===== config.mk =====
export PLATFORM = sky130hd
export DESIGN_NAME = fir_tap_scheduler
export DESIGN_NICKNAME = d
export VERILOG_FILES = /design/src/rtl/fir_ctrl_pkg.sv /design/src/rtl/tap_counter.sv /design/src/rtl/fir_tap_scheduler.sv
export SDC_FILE = /design/constraint.sdc
export NUM_CORES = 1
export LEC_CHECK = 0
export CORE_ASPECT_RATIO = 1.75
export CORE_MARGIN = 1
export CORE_UTILIZATION = 35
export DETAILED_ROUTE_END_ITERATION = 6
export REMOVE_ABC_BUFFERS = 1
export SLEW_MARGIN = 15
export SYNTH_ARGS = -nofsm -noshare
export SYNTH_HDL_FRONTEND = slang
export SYNTH_SLANG_ARGS = --single-unit
export TNS_END_PERCENT = 100

===== constraint.sdc =====
create_clock -name clk -period 1.5 [get_ports clk]
set_input_delay 0.3 -clock clk [delete_from_list [all_inputs] [get_ports clk]]
set_output_delay 0.3 -clock clk [all_outputs]
set_load 0.05 [all_outputs]

===== src/rtl/fir_ctrl_pkg.sv =====
// fir_ctrl_pkg
// Shared definitions for the FIR control path: sequencer state encoding,
// default tap depth / MAC latency and the tap-address width helper.
// The sample-fetch, MAC and scheduler blocks all import this package so
// they agree on depth and latency.
package fir_ctrl_pkg;

  // Sequencer states
  typedef enum logic [2:0] {
    IDLE  = 3'd0,
    SHIFT = 3'd1,
    RUN   = 3'd2,
    DRAIN = 3'd3,
    HOLD  = 3'd4
  } ctrlState_t;

  // Default datapath shape shared across the FIR blocks
  localparam int DEF_S_DEPTH   = 29;
  localparam int DEF_MAC_LAT   = 2;
  localparam int DEF_CNT_WIDTH = 16;

  // Tap-address width; kept at least one bit so a single-tap build still
  // has a legal select port.
  function automatic int tapWidth(input int depth);
    int w;
    w = $clog2(depth);
    if (w < 1) begin
      w = 1;
    end else begin
      w = w;
    end
    return w;
  endfunction

endpackage


===== src/rtl/tap_counter.sv =====
// tap_counter
// Loadable up-counter with a terminal-count flag.
// Ports:
//   clk      in   clock, all updates on posedge
//   reset    in   synchronous active-low reset, clears the count
//   load     in   load loadVal (has priority over inc)
//   loadVal  in   WIDTH value loaded when load is high
//   inc      in   advance the count by one
//   count    out  WIDTH current count (registered)
//   tc       out  high while count equals MAX_VAL
module tap_counter #(
  parameter int WIDTH   = 5,
  parameter int MAX_VAL = 28
) (
  input  logic             clk,
  input  logic             reset,
  input  logic             load,
  input  logic [WIDTH-1:0] loadVal,
  input  logic             inc,
  output logic [WIDTH-1:0] count,
  output logic             tc
);

  localparam logic [WIDTH-1:0] MAX_L = WIDTH'(MAX_VAL);

  logic [WIDTH-1:0] countR;

  // Count register: load wins over increment, otherwise hold
  always_ff @(posedge clk) begin
    if (!reset) begin
      countR <= '0;
    end else if (load) begin
      countR <= loadVal;
    end else if (inc) begin
      countR <= countR + WIDTH'(1);
    end else begin
      countR <= countR;
    end
  end

  assign count = countR;
  assign tc    = (countR == MAX_L);

endmodule


===== src/rtl/fir_tap_scheduler.sv =====
// fir_tap_scheduler
// Control sequencer for the time-multiplexed FIR datapath. Per sample:
// SHIFT (pull one I/Q sample into the tap registers), RUN (walk the shared
// MAC across every tap), DRAIN (wait out the MAC pipeline), HOLD (present
// the result with a valid/ready handshake).
// Ports:
//   clk        in   sole clock
//   reset      in   synchronous active-low reset
//   enable     in   permits a new sample to start (looked at in IDLE only)
//   empty      in   registered empty flag from sample fetch
//   can_shift  out  one-cycle pulse moving the FIFO head into the taps
//   tap_idx    out  tap-mux select / coefficient ROM address
//   mac_clear  out  load instead of accumulate (tap 0 only)
//   mac_en     out  MAC issue strobe
//   out_valid  out  accumulator result valid
//   out_ready  in   downstream accepts the result
//   busy       out  high in every state except IDLE
//   frame_cnt  out  completed handshakes, wrapping
// All outputs are registered.
module fir_tap_scheduler
  import fir_ctrl_pkg::*;
#(
  parameter int S_DEPTH   = DEF_S_DEPTH,
  parameter int MAC_LAT   = DEF_MAC_LAT,
  parameter int CNT_WIDTH = DEF_CNT_WIDTH
) (
  input  logic                          clk,
  input  logic                          reset,
  input  logic                          enable,
  input  logic                          empty,
  output logic                          can_shift,
  output logic [tapWidth(S_DEPTH)-1:0]  tap_idx,
  output logic                          mac_clear,
  output logic                          mac_en,
  output logic                          out_valid,
  input  logic                          out_ready,
  output logic                          busy,
  output logic [CNT_WIDTH-1:0]          frame_cnt
);

  localparam int TAP_W     = tapWidth(S_DEPTH);
  localparam int DRAIN_W   = (MAC_LAT > 1) ? $clog2(MAC_LAT) : 1;
  localparam int DRAIN_MAX = (MAC_LAT > 0) ? (MAC_LAT - 1) : 0;
  localparam bit SKIP_DRAIN = (MAC_LAT == 0);

  ctrlState_t stateR;
  ctrlState_t nextStateS;

  logic                 canShiftR;
  logic                 macClearR;
  logic                 macEnR;
  logic                 outValidR;
  logic                 busyR;
  logic [CNT_WIDTH-1:0] frameCntR;

  logic [TAP_W-1:0]   tapCntS;
  logic               tapTcS;
  logic               tapLoadS;
  logic               drainTcS;
  logic               drainLoadS;
  // The drain phase only needs the terminal flag, not the count itself.
  logic [DRAIN_W-1:0] unusedDrainCnt;
  logic               handshakeS;

  // Counters sit at 0 outside their phase and advance only inside it; the
  // terminal cycle reloads 0 so tap_idx is already 0 on the exit cycle.
  assign tapLoadS   = !((stateR == RUN) && !tapTcS);
  assign drainLoadS = !((stateR == DRAIN) && !drainTcS);
  assign handshakeS = outValidR && out_ready;

  tap_counter #(
    .WIDTH   (TAP_W),
    .MAX_VAL (S_DEPTH - 1)
  ) uTapCnt (
    .clk     (clk),
    .reset   (reset),
    .load    (tapLoadS),
    .loadVal ({TAP_W{1'b0}}),
    .inc     (stateR == RUN),
    .count   (tapCntS),
    .tc      (tapTcS)
  );

  tap_counter #(
    .WIDTH   (DRAIN_W),
    .MAX_VAL (DRAIN_MAX)
  ) uDrainCnt (
    .clk     (clk),
    .reset   (reset),
    .load    (drainLoadS),
    .loadVal ({DRAIN_W{1'b0}}),
    .inc     (stateR == DRAIN),
    .count   (unusedDrainCnt),
    .tc      (drainTcS)
  );

  // Next-state decode
  always_comb begin
    nextStateS = stateR;
    case (stateR)
      IDLE: begin
        if (enable && !empty) begin
          nextStateS = SHIFT;
        end else begin
          nextStateS = IDLE;
        end
      end
      SHIFT: begin
        nextStateS = RUN;
      end
      RUN: begin
        if (tapTcS && SKIP_DRAIN) begin
          nextStateS = HOLD;
        end else if (tapTcS) begin
          nextStateS = DRAIN;
        end else begin
          nextStateS = RUN;
        end
      end
      DRAIN: begin
        if (drainTcS) begin
          nextStateS = HOLD;
        end else begin
          nextStateS = DRAIN;
        end
      end
      HOLD: begin
        if (handshakeS) begin
          nextStateS = IDLE;
        end else begin
          nextStateS = HOLD;
        end
      end
      default: begin
        nextStateS = IDLE;
      end
    endcase
  end

  // State register and outputs decoded from the next state, so every
  // strobe lines up with the state it belongs to. mac_clear is set on the
  // SHIFT->RUN edge, which is exactly when tap 0 is issued.
  always_ff @(posedge clk) begin
    if (!reset) begin
      stateR    <= IDLE;
      canShiftR <= 1'b0;
      macClearR <= 1'b0;
      macEnR    <= 1'b0;
      outValidR <= 1'b0;
      busyR     <= 1'b0;
      frameCntR <= '0;
    end else begin
      stateR    <= nextStateS;
      canShiftR <= (nextStateS == SHIFT);
      macClearR <= (stateR == SHIFT);
      macEnR    <= (nextStateS == RUN);
      outValidR <= (nextStateS == HOLD);
      busyR     <= (nextStateS != IDLE);
      if (handshakeS) begin
        frameCntR <= frameCntR + CNT_WIDTH'(1);
      end else begin
        frameCntR <= frameCntR;
      end
    end
  end

  assign can_shift = canShiftR;
  assign tap_idx   = tapCntS;
  assign mac_clear = macClearR;
  assign mac_en    = macEnR;
  assign out_valid = outValidR;
  assign busy      = busyR;
  assign frame_cnt = frameCntR;

endmodule

==> results of run 1 <==
-- layer usage --
metal,global-route usage,vias to the layer above
li1,-,588
met3,0.0472,8
met1,0.183,557
met2,0.363,27
met4,0.0857,0
met5,0,-
-- power by group through the flow --
| stage | Sequential [mW] | Combinational, mW | Clock (mW) |
|---|---|---|---|
| 4_1_cts | 0.816 | 0.109 | 0.682 |
| 6_report | 0.817 | 0.109 | 0.658 |
| 3_3_place_gp | 0.833 | 0.108 | 0 |
| 3_5_place_dp | 0.834 | 0.109 | 0 |
| 5_1_grt | 0.818 | 0.116 | 0.702 |
| 2_1_floorplan | 0.853 | 0.0262 | 0 |
-- how the worst max path moves through the flow --
stage	slack, ns	startpoint	endpoint	depth (start not counted)
2_1_floorplan	-0.43	frame_cnt[3]$_SDFFE_PN0P_	frame_cnt[15]$_SDFFE_PN0P_	4
3_3_place_gp	-0.29	out_ready	frame_cnt[15]$_SDFFE_PN0P_	5
3_5_place_dp	-0.33	out_ready	frame_cnt[13]$_SDFFE_PN0P_	6
4_1_cts	0.05	frame_cnt[9]$_SDFFE_PN0P_	frame_cnt[15]$_SDFFE_PN0P_	4
5_1_grt	-0.006	frame_cnt[6]$_SDFFE_PN0P_	frame_cnt[13]$_SDFFE_PN0P_	5
6_report	0.06	frame_cnt[4]$_SDFFE_PN0P_	frame_cnt[15]$_SDFFE_PN0P_	4
-- critical path: cells and delay by family, from the launching register on --
kind	cells	cell delay, ns
simple gates	3	0.89
flops	1	0.34
compound gates	1	0.15
-- synthesized netlist by cell type, types with 2 or more instances --
cell / number / area [um2]
nand2_1: 8 / 30.0
or3_1: 3 / 18.8
nor3_1: 4 / 20.0
nor4_1: 3 / 18.8
xnor2_1: 5 / 43.8
dfxtp_1: 30 / 601
nand3_1: 8 / 40.0
nor2_1: 19 / 71.3
xor2_1: 9 / 78.8
o21ai_0: 3 / 15.0
and4_1: 2 / 17.5
a21oi_1: 9 / 45.0
ha_1: 3 / 37.5
inv_1: 4 / 15.0
nand4_1: 5 / 31.3
nand2b_1: 4 / 25.0
-- logic make-up after synthesis --
logic type               count (synthesis)
adder cells (fa/ha/maj)                  3
buffers and inverters                    7
flip-flops                              30
multiplexers                             1
AO/OA/AOI/OAI                           15
XOR/XNOR                                14
AND/OR/NAND/NOR                         64
-- area by class of cell --
| class | instances | area, um2 |
|---|---|---|
| repair buffers | 57 | 762 |
| inverters | 5 | 18.8 |
| multi-input cells | 97 | 609 |
| clock inverters | 1 | 5.00 |
| flip-flops and latches | 30 | 604 |
| well taps | 45 | 56.3 |
| clock buffers | 7 | 86.3 |
| fillers | 291 | 1220 |
-- timing repair --
item	CTS	global route
setup endpoints to repair	3	3
gates resized for setup	1	8
hold buffers	0	0
gates cloned	0	0
==> reports/qor.yml, run 1 <==
antenna_cells: 0
nets: 204
gp_congestion: 0.815
die_area_um2: 3760
reg2reg_to: "frame_cnt[15]$_SDFFE_PN0P_"
avgViaCountPerCell: 4.88
crit_path_start_kind: "register"
drt-pass1-iter-count: 4
path_clk_slew_ns: 0.07
synth-main-ff-cell: "dfxtp_1"
place_inst: 234
setup_viol: 0
setup_ws_ns: 0.0620
slowest_delay_ns: 0.54
clock_skew_ns: 0.00617
grt_pass1_vias: 1183
syn-cell-area_um2: 1230
ir_drop_mv: 0.812
track_usage: 0.194
cts.sinks: 30
grt_pass1_wl_mm: 5.15
crit_fanout: 2
areaGrowthSynthToFinish_pct: 74.3
ios: 31
final_antenna_net_count: 0
critPathKind: "register to register"
slew_violations: 0
highest_layer: "met4"
yosysUniqueCellTypes: 31
ys_seq_area_frac: 0.489
cts_root_buffer: "clkbuf_8"
synthCells: 134
wl_met1_mm: 1.13
p_total_mw: 1.58
power_density_nw_per_um2: 739
grt_max_degree: 16
post_cts_buffers: 0
synth_xor_area_frac: 0.0998
port_buffers: 30
antenna_found_initial: 0
die_y_um: 80.4
hp-start: "uDrainCnt.count$_SDFFE_PN0N_"
hp-class: "register to register"
wl_mm: 3.15
cts_tree: "done"
dpl_cell_area_um2: 2030
worst_pin_slew_ns: 0.305
htree_levels: 2
drive_gt1_frac: 0.371
routedWlPerCell_um: 13.0
synth_top_family_by_area: "simple AND/OR/NAND/NOR gates"
coreArea_um2: 3360
worstPathRequired_ns: 1.72
async_flop_share: 0
wl_met3_um: 83
hold_path_end: "uDrainCnt.count$_SDFFE_PN0N_"
insertion_delay_ns: 0.28
layout.cells.non_filler: 242
utilization: 0.637
vias: 1180
dpl_worst_slack_ns: -0.330
die_w_um: 46.8
first_iter_violations: 29
cts_max_path_buffers: 2
clockPowerShare: 0.416
wl_met2_mm: 1.86
final_area_um2: 2140
synth_edf_count: 0
layout_min_cycle_time_ns: 1.44
hold_path_depth: 1
numCtsBuffers: 5
p_seq_frac: 0.516
critical_path_arrival_ns: 1.66
synth-simple-area-share: 0.276
synthMuxAreaShare: 0.00916
crit_chain: "and4_4 -> nand4_2 -> or4_1 -> a21oi_2"
rows: 28
hold_violations: 0
relSlewSlack: 0.795
p_leak_nw: 0.830
start_util: 0.365
swShare: 0.224
finalSetupTns_ns: 0
overflow: 0
synth_compound_area_frac: 0.0682
outcome: "completed"
yosys_warnings: 0
avgSynthCellArea_um2: 9.17
drc: 0
p_int_mw: 1.23
max-cap-violations: 0
fin_crit_sh: 0.959
worstRegToRegCells: 4
max_freq_ghz: 0.695
fin_hold_ws_ns: 0.458
synth_seq_cells: 30
comb_power_share: 0.069
crit_slowest_cell: "or4_1"
reg2reg_from: "frame_cnt[4]$_SDFFE_PN0P_"
crit_path_end_kind: "register"
final_cell_mix: "dfxtp_1 (27), buf_4 (27), buf_12 (26), nor2_1 (19), xor2_1 (9)"
synth_adder_area_share: 0.0305
largest_reg_flops: 16
place_hpwl_mm: 2.49
power.switching_mw: 0.354
r2r_setup_slack_ns: 0.06
Power figures use the tool's default switching activity.
==> run 2, diff against run 1 <==
- CORE_UTILIZATION: 35 -> 43
- PLACE_DENSITY: default -> 0.74
==> reports/qor.yml, run 2 (synthesis gave the netlist of run 1 again) <==
outcome: "completed"
n_fill_cell: 176  # -40%
wl_mm: 3.12  # -0.89%
first_iter_violations: 43  # +48%
path_clk_slew_ns: 0.06  # about the same
crit_path_start_kind: "register"
port_buffers: 30  # unchanged
routedWlPerCell_um: 14.0  # +8.0%
final_cell_mix: "dfxtp_1 (29), buf_12 (26), buf_4 (24), nor2_1 (19), xor2_1 (9)"
htree_levels: 2  # unchanged
largest_reg_flops: 16  # unchanged
final_common_cell: "dfxtp_1"
drt-pass1-iter-count: 4  # unchanged
layout_min_cycle_time_ns: 1.45  # +0.0149 ns
antenna_cells: 0  # unchanged
critical_path_arrival_ns: 1.68  # +0.02 ns
place_hpwl_mm: 2.46  # -1.2%
drive_gt1_frac: 0.349  # -0.0218
crit_end: "frame_cnt[13]$_SDFFE_PN0P_"
max-cap-violations: 0  # unchanged
dpl_cell_area_um2: 2000  # -1.8%
avgViaCountPerCell: 5.50  # +13%
ir_drop_mv: 0.736  # -9.4%
gp_congestion: 0.865  # +6.2%
postCtsHoldBufs: 0  # unchanged
antenna_found_initial: 0  # unchanged
grt_pass1_vias: 1198  # +1.3%
crit_path_start: "frame_cnt[9]$_SDFFE_PN0P_"
start_util: 0.451  # +0.0862
clock_skew_ns: 0.00595  # -0.000217 ns
overflow: 0  # unchanged
cts_root_buffer: "clkbuf_8"
reg2reg_to: "frame_cnt[13]$_SDFFE_PN0P_"
ios: 31  # unchanged
areaGrowthSynthToFinish_pct: 71.3
critPathKind: "register to register"
final_area_um2: 2100  # -1.8%
utilization: 0.773  # +0.136
place_inst: 214  # -8.5%
power_density_nw_per_um2: 755  # +2.1%
layout.cells.non_filler: 222  # -8.3%
r2r_setup_slack_ns: 0.05  # about the same
worstPathRequired_ns: 1.72  # about the same
worst_pin_slew_ns: 0.394  # +0.0886 ns
cts.sinks: 30  # unchanged
grt_max_degree: 20  # +4
die_w_um: 42.4  # -9.4%
hold_violations: 0  # unchanged
final_antenna_net_count: 0  # unchanged
vias: 1220  # +3.4%
finalSetupTns_ns: 0  # unchanged
p_total_mw: 1.59  # +0.30%
crit_fanout: 5  # +3
nets: 202  # -0.98%
hp-class: "register to register"
cts_tree: "done"
crit_path_end_kind: "register"
cts_max_path_buffers: 2  # unchanged
rows: 25  # -11%
relSlewSlack: 0.735  # -0.0599
insertion_delay_ns: 0.29  # about the same
grt_pass1_wl_mm: 5.15  # unchanged
die_area_um2: 3080  # -18%
max_freq_ghz: 0.688  # -1.0%
rsz0062_at_grt: "false"
setup_viol: 0  # unchanged
slew_violations: 0  # unchanged
p_leak_nw: 0.825  # -0.56%
die_y_um: 72.7  # -9.5%
drc: 0  # unchanged
track_usage: 0.224  # +0.0302
fin_crit_sh: 0.969  # +0.00992
numCtsBuffers: 5  # unchanged
coreArea_um2: 2720  # -19%
reg2reg_from: "frame_cnt[9]$_SDFFE_PN0P_"
worstRegToRegCells: 5  # +1
run 2: cell count changes in the layout (fill, tap and decap cells not counted), sizes merged:
cell / before / now
buf: 53 / 51
run 2: metal layers:
metal / track usage / wire length [um] / vias up
met4: 0.132 / 133 / 0
li1: - / - / 587
met5: 0 / 0 / -
met3: 0.0594 / 128 / 16
met2: 0.432 / 1790 / 43
met1: 0.198 / 1060 / 574
run 2: area by class of cell:
cell class	instances	area (um2)	area share
repair buffers	55	751	0.357
inverters	5	18.8	0.00892
clock inverters	1	5.00	0.00238
clock buffers	7	86.3	0.0410
multi-input cells	97	608	0.289
flip-flops and latches	30	602	0.286
well taps	27	33.8	0.0161
run 2: worst min path at each step:
| stage | slack [ns] | start | depth (start not counted) | end |
|---|---|---|---|---|
| detailed placement | 0.46 | uDrainCnt.count$_SDFFE_PN0N_ | 1 | uDrainCnt.count$_SDFFE_PN0N_ |
| CTS | 0.47 | uDrainCnt.count$_SDFFE_PN0N_ | 1 | uDrainCnt.count$_SDFFE_PN0N_ |
| floorplan | 0.41 | uDrainCnt.count$_SDFFE_PN0N_ | 1 | uDrainCnt.count$_SDFFE_PN0N_ |
| global route | 0.49 | uDrainCnt.count$_SDFFE_PN0N_ | 1 | uDrainCnt.count$_SDFFE_PN0N_ |
| finish | 0.47 | uDrainCnt.count$_SDFFE_PN0N_ | 1 | uDrainCnt.count$_SDFFE_PN0N_ |
| global placement | 0.43 | uDrainCnt.count$_SDFFE_PN0N_ | 1 | uDrainCnt.count$_SDFFE_PN0N_ |
run 2: repair_timing:
| action | CTS | global route |
|---|---|---|
| resized for setup | 4 | 3 |
| pin swaps | 0 | 1 |
| buffers inserted | 0 | 0 |
| setup endpoints to repair | 3 | 2 |
run 2: per-stage QoR:
step                      setup slack (ns)  hold slack [ns]
after floorplan                     -0.427            0.413
after global placement              -0.293            0.432
after detailed placement            -0.332            0.455
after CTS                          0.00737            0.465
after global routing               0.00464            0.492
final                               0.0471            0.470
run 2: power by group:
part / switching (mW) / internal, mW / leakage, nW
clock: 0.296 / 0.369 / 0.0482
sequential: 0.0106 / 0.807 / 0.243
combinational: 0.0538 / 0.0522 / 0.534
total: 0.361 / 1.23 / 0.825
run 2: worst max-delay path, cell delays in order, from the launching register on:
cell and delay (ns):
dfxtp_2 0.34, and4_4 0.24, nand4_2 0.13, buf_6 0.16, or3_4 0.36, a21oi_2 0.15
==> patch 1: new RTL, config.mk and constraints of run 1 <==
`DEF_CNT_WIDTH`: 16 -> 14.
--- a/src/rtl/fir_ctrl_pkg.sv
+++ b/src/rtl/fir_ctrl_pkg.sv
@@ -17,7 +17,7 @@
   // Default datapath shape shared across the FIR blocks
   localparam int DEF_S_DEPTH   = 29;
   localparam int DEF_MAC_LAT   = 2;
-  localparam int DEF_CNT_WIDTH = 16;
+  localparam int DEF_CNT_WIDTH = 14;
 
   // Tap-address width; kept at least one bit so a single-tap build still
   // has a legal select port.
Ports: changed (resized frame_cnt); port bits go from 31 to 29. The function was not compared with the original's and may differ.
==> patch 1 against run 1 <==
Worst setup slack better by 0.036 ns; critical path depth is 1 lower; cell area is 9.3% lower; wire length is 13% lower; count of clock-buffer cells in the layout is 4 lower; critical endpoint is now frame_cnt[13]$_SDFFE_PN0P_; sequential cell count is 2 lower; area after synthesis is 3.7% lower; total power is 21% lower; via count is 5.8% lower; maximum frequency is 2.6% higher; clock power is 41% lower; critical path type unchanged; synthesized cell count is 3.7% lower; global-route usage is 2.2 points lower; die area is 3.5% lower.
==> patch 1: results (changes against run 1) <==
status: "completed"  # unchanged
dpl_cell_area_um2: 1881  # was 2033 um^2
worst-path-max-fanout: 6  # was 2
holdWs_ns: 0.5229  # was 0.4581 ns
routedLengthMet1_um: 940  # was 1130 um
multi_input_area_share_pct: 31.23  # was 28.45%
fill_cells: 283  # was 291
minimum_setup_slack_after_placement_ns: -0.2926  # was -0.3297 ns
yosys-mux-area-fraction_pct: 3.383  # was 0.9165%
maxClockFrequency_mhz: 713.4  # was 695.4 MHz
worst_hold_path.endpoint: "frame_cnt[13]$_SDFFE_PN0P_"  # was uDrainCnt.count$_SDFFE_PN0N_
layout-drive-gt1-share_pct: 28.41  # was 37.06%
detailroute.wirelength.met3_um: 87  # was 83 um
grt_max_degree: 15  # was 16
finalWirelength_um: 2722  # was 3146 um
largest_reg_flops: 14  # was 16
post_dr_vias_cell: 5.073  # was 4.876
total_number_of_multi_input_combinational_cells: 92  # was 97
wl_per_cell_um: 12.43  # was 13.00 um
worst_max_slew_margin_expressed_relative_to_the_limit_pct: 78.18  # was 79.50%
worst-r2r-setup-slack_ns: 0.1  # was 0.06 ns
power.sequential.fraction_pct: 60.8  # was 51.6%
width_of_the_die_um: 45.96  # was 46.79 um
worst_ir_drop_vdd_mv: 0.6201  # was 0.8122 mV
final_gp_congestion: 0.7775  # was 0.8145
worst-endpoint-arrival_ns: 1.60  # was 1.66 ns
synth_compound_area_share_pct: 10.89  # was 6.823%
worst_skew_pair.late_latency_ns: 0.26  # was 0.28 ns
switchingPower_mw: 0.2716  # was 0.3542 mW
place_inst: 216  # was 234
first_iter_violations: 37  # was 29
worst_hold_path.num_cells: 2  # was 1
route.met2.wl_um: 1675  # was 1855 um
cpPeakStageDelay_ns: 0.47  # was 0.54 ns
grt_util_all_layers_pct: 17.19  # was 19.39%
syn_avg_cell_area_um2: 9.175  # was 9.169 um^2
## patch 1: changes by cell type in the layout (fill, tap and decap cells not counted), moves of 3 or more
cell / before / now
sky130_fd_sc_hd__buf_4: 27 / 17
sky130_fd_sc_hd__nand2_1: 8 / 11
sky130_fd_sc_hd__xor2_1: 9 / 4
sky130_fd_sc_hd__nor2_1: 19 / 10
sky130_fd_sc_hd__xnor2_1: 5 / 1
sky130_fd_sc_hd__o21a_1: 0 / 3
sky130_fd_sc_hd__dfxtp_2: 3 / 0
sky130_fd_sc_hd__o31ai_1: 1 / 4
sky130_fd_sc_hd__inv_1: 4 / 7
sky130_fd_sc_hd__nor3_1: 4 / 0
sky130_fd_sc_hd__clkbuf_8: 6 / 3
sky130_fd_sc_hd__or4_1: 1 / 4
sky130_fd_sc_hd__mux2i_1: 0 / 4
## patch 1: layer usage
layer	vias to the layer above	GRT usage [%]
met3	2	1.591
met1	521	17.43
met4	0	7.059
met5	-	0
li1	558	-
met2	30	32.82
==> patch 2: new RTL, config.mk and constraints of run 1 <==
Without the edit above. Encoding of `ctrlState_t`: now one-hot (5 bits for 5 states).
--- a/src/rtl/fir_ctrl_pkg.sv
+++ b/src/rtl/fir_ctrl_pkg.sv
@@ -6,12 +6,12 @@
 package fir_ctrl_pkg;
 
   // Sequencer states
-  typedef enum logic [2:0] {
-    IDLE  = 3'd0,
-    SHIFT = 3'd1,
-    RUN   = 3'd2,
-    DRAIN = 3'd3,
-    HOLD  = 3'd4
+  typedef enum logic [4:0] {
+    IDLE  = 5'b00001,
+    SHIFT = 5'b00010,
+    RUN   = 5'b00100,
+    DRAIN = 5'b01000,
+    HOLD  = 5'b10000
   } ctrlState_t;
 
   // Default datapath shape shared across the FIR blocks
Check against the original RTL: no difference found for any inputs over 10 cycles, from zero or initial values and one cycle with reset low; not proved beyond that.
==> patch 2 against run 1 <==
Worst setup slack worse by 0.045 ns; core utilization up 1.2 points; area after synthesis up 11%; sequential cell count up 2; clock skew down 0.0010 ns; cell area up 11%; maximum frequency down 3.0%; total power up 4.1%; largest power group unchanged; wire length up 11%.
==> patch 2: results (changes against run 1) <==
status: "completed"  # unchanged
worst_max_slew_margin_expressed_relative_to_the_limit_pct: 81.88  # was 79.50%
synth_cells: 154  # was 134
synth.top_cells.by_area: "sky130_fd_sc_hd__dfxtp_1, sky130_fd_sc_hd__nor2_1, sky130_fd_sc_hd__xor2_1, sky130_fd_sc_hd__xnor2_1, sky130_fd_sc_hd__a21oi_1"  # was sky130_fd_sc_hd__dfxtp_1, sky130_fd_sc_hd__xor2_1, sky130_fd_sc_hd__nor2_1, sky130_fd_sc_hd__a21oi_1, sky130_fd_sc_hd__xnor2_1
cpPeakStageDelay_ns: 0.39  # was 0.54 ns
place_inst: 257  # was 234
1st_pass_router_iterations: 3  # was 4
fin_worst_skew_ns: 0.005144  # was 0.006170 ns
swShare_pct: 22.53  # was 22.36%
worst-endpoint-arrival_ns: 1.70  # was 1.66 ns
layout-drive-gt1-share_pct: 40.09  # was 37.06%
worst_hold_path.endpoint: "out_valid$_SDFF_PN0_"  # was uDrainCnt.count$_SDFFE_PN0N_
worst-r2r-setup-slack_ns: 0.02  # was 0.06 ns
final_gp_congestion: 0.8609  # was 0.8145
dpl_cell_area_um2: 2207  # was 2033 um^2
grt_pass1_vias: 1445  # was 1183
global_route.usage.met2_pct: 34.62  # was 36.25%
worstReg2RegStart: "frame_cnt[7]$_SDFFE_PN0N_"  # was frame_cnt[4]$_SDFFE_PN0P_
rr_endpoint: "frame_cnt[11]$_SDFFE_PN0N_"  # was frame_cnt[15]$_SDFFE_PN0P_
worst-path-max-fanout: 4  # was 2
routed-via-count: 1343  # was 1180
power.leakage_nw: 0.9412  # was 0.8296 nW
finalWirelength_um: 3491  # was 3146 um
rr_worst_depth: 5  # was 4
first_iter_violations: 12  # was 29
worst_ir_drop_vdd_mv: 0.7814  # was 0.8122 mV
worst_hold_path.num_cells: 2  # was 1
nets: 229  # was 204
post-dp-hpwl_um: 2696  # was 2487 um
clock-root-buffer: "sky130_fd_sc_hd__clkbuf_8"  # unchanged
wl_per_cell_um: 13.03  # was 13.00 um
seq_area_frac_synth_pct: 47.15  # was 48.88%
ys_top_cells_by_count: "sky130_fd_sc_hd__dfxtp_1, sky130_fd_sc_hd__nor2_1, sky130_fd_sc_hd__a21oi_1"  # was sky130_fd_sc_hd__dfxtp_1, sky130_fd_sc_hd__nor2_1, sky130_fd_sc_hd__a21oi_1, sky130_fd_sc_hd__xor2_1
grt_util_met1_pct: 15.81  # was 18.32%
wire_length_of_the_first_global_routing_pass_um: 5768  # was 5154 um
grt_util_all_layers_pct: 18.11  # was 19.39%
globalRouteMet3Util_pct: 4.529  # was 4.719%
grt_max_degree: 17  # was 16
holdCritStartpoint: "uDrainCnt.count$_SDFFE_PN0N_"  # unchanged
cp_slowest_cell: "sky130_fd_sc_hd__or3_1"  # was sky130_fd_sc_hd__or4_1
## patch 2: routing by layer
metal  vias up  wire [um]
li1        665          -
met1       638       1239
met2        31       2041
met3         9        116
met4         0         93
met5         -          0
## patch 2: how the worst max path moves through the flow
stage,from,slack [ns],cells after the start,end
final,frame_cnt[7]$_SDFFE_PN0N_,0.02,5,frame_cnt[11]$_SDFFE_PN0N_
after global routing,frame_cnt[7]$_SDFFE_PN0N_,-0.05,5,frame_cnt[11]$_SDFFE_PN0N_
after CTS,frame_cnt[8]$_SDFFE_PN0N_,0.004,4,frame_cnt[14]$_SDFFE_PN0N_
after detailed placement,out_ready,-0.36,5,frame_cnt[15]$_SDFFE_PN0N_
after global placement,out_ready,-0.31,5,frame_cnt[15]$_SDFFE_PN0N_
after floorplan,frame_cnt[6]$_SDFFE_PN0N_,-0.45,4,frame_cnt[15]$_SDFFE_PN0N_
## patch 2: final cells by class
cell class | instances | area, um^2
fill | 308 | 1287
timing repair buffer | 64 | 827.0
multi-input combinational | 109 | 716.9
sequential | 32 | 649.4
clock buffer | 6 | 82.58
tap | 46 | 57.56
inverter | 9 | 33.78
clock inverter | 2 | 10.01
## patch 2: power groups by stage
| stage | Clock (mW) | Sequential, mW | Combinational (mW) |
|---|---|---|---|
| finish | 0.674 | 0.868 | 0.107 |
| global placement | 0 | 0.886 | 0.106 |
| CTS | 0.702 | 0.867 | 0.107 |
| floorplan | 0 | 0.901 | 0.0336 |
| detailed placement | 0 | 0.886 | 0.108 |
| global route | 0.731 | 0.868 | 0.115 |
## patch 2: through the flow
step | worst slack (ns) | total power, mW
after floorplan | -0.4489 | 0.9341
after global placement | -0.3089 | 0.9917
after detailed placement | -0.3595 | 0.9947
after CTS | 0.004322 | 1.677
after global routing | -0.04593 | 1.713
final | 0.01733 | 1.649
## patch 2: kinds of logic after synthesis
| group | after synthesis | share of synthesized area (%) |
|---|---|---|
| buffers and inverters | 13 | 3.591 |
| XOR/XNOR | 15 | 9.669 |
| AO/OA/AOI/OAI | 20 | 8.933 |
| AND/OR/NAND/NOR | 71 | 27.90 |
| flip-flops | 32 | 47.15 |
| adder cells (fa/ha/maj) | 3 | 2.763 |
## patch 2: what timing repair did
action | CTS | global route
pin swaps | 5 | 5
buffers inserted | 2 | 1
setup endpoints to repair | 2 | 9
gates resized for setup | 7 | 11
## patch 2: tightest hold or removal path, delay by kind of cell (launching register included)
kind,cells,cell delay [ns]
AOI/OAI and AO/OA,1,0.06
and+or+nand+nor,1,0.10
DFF,1,0.32
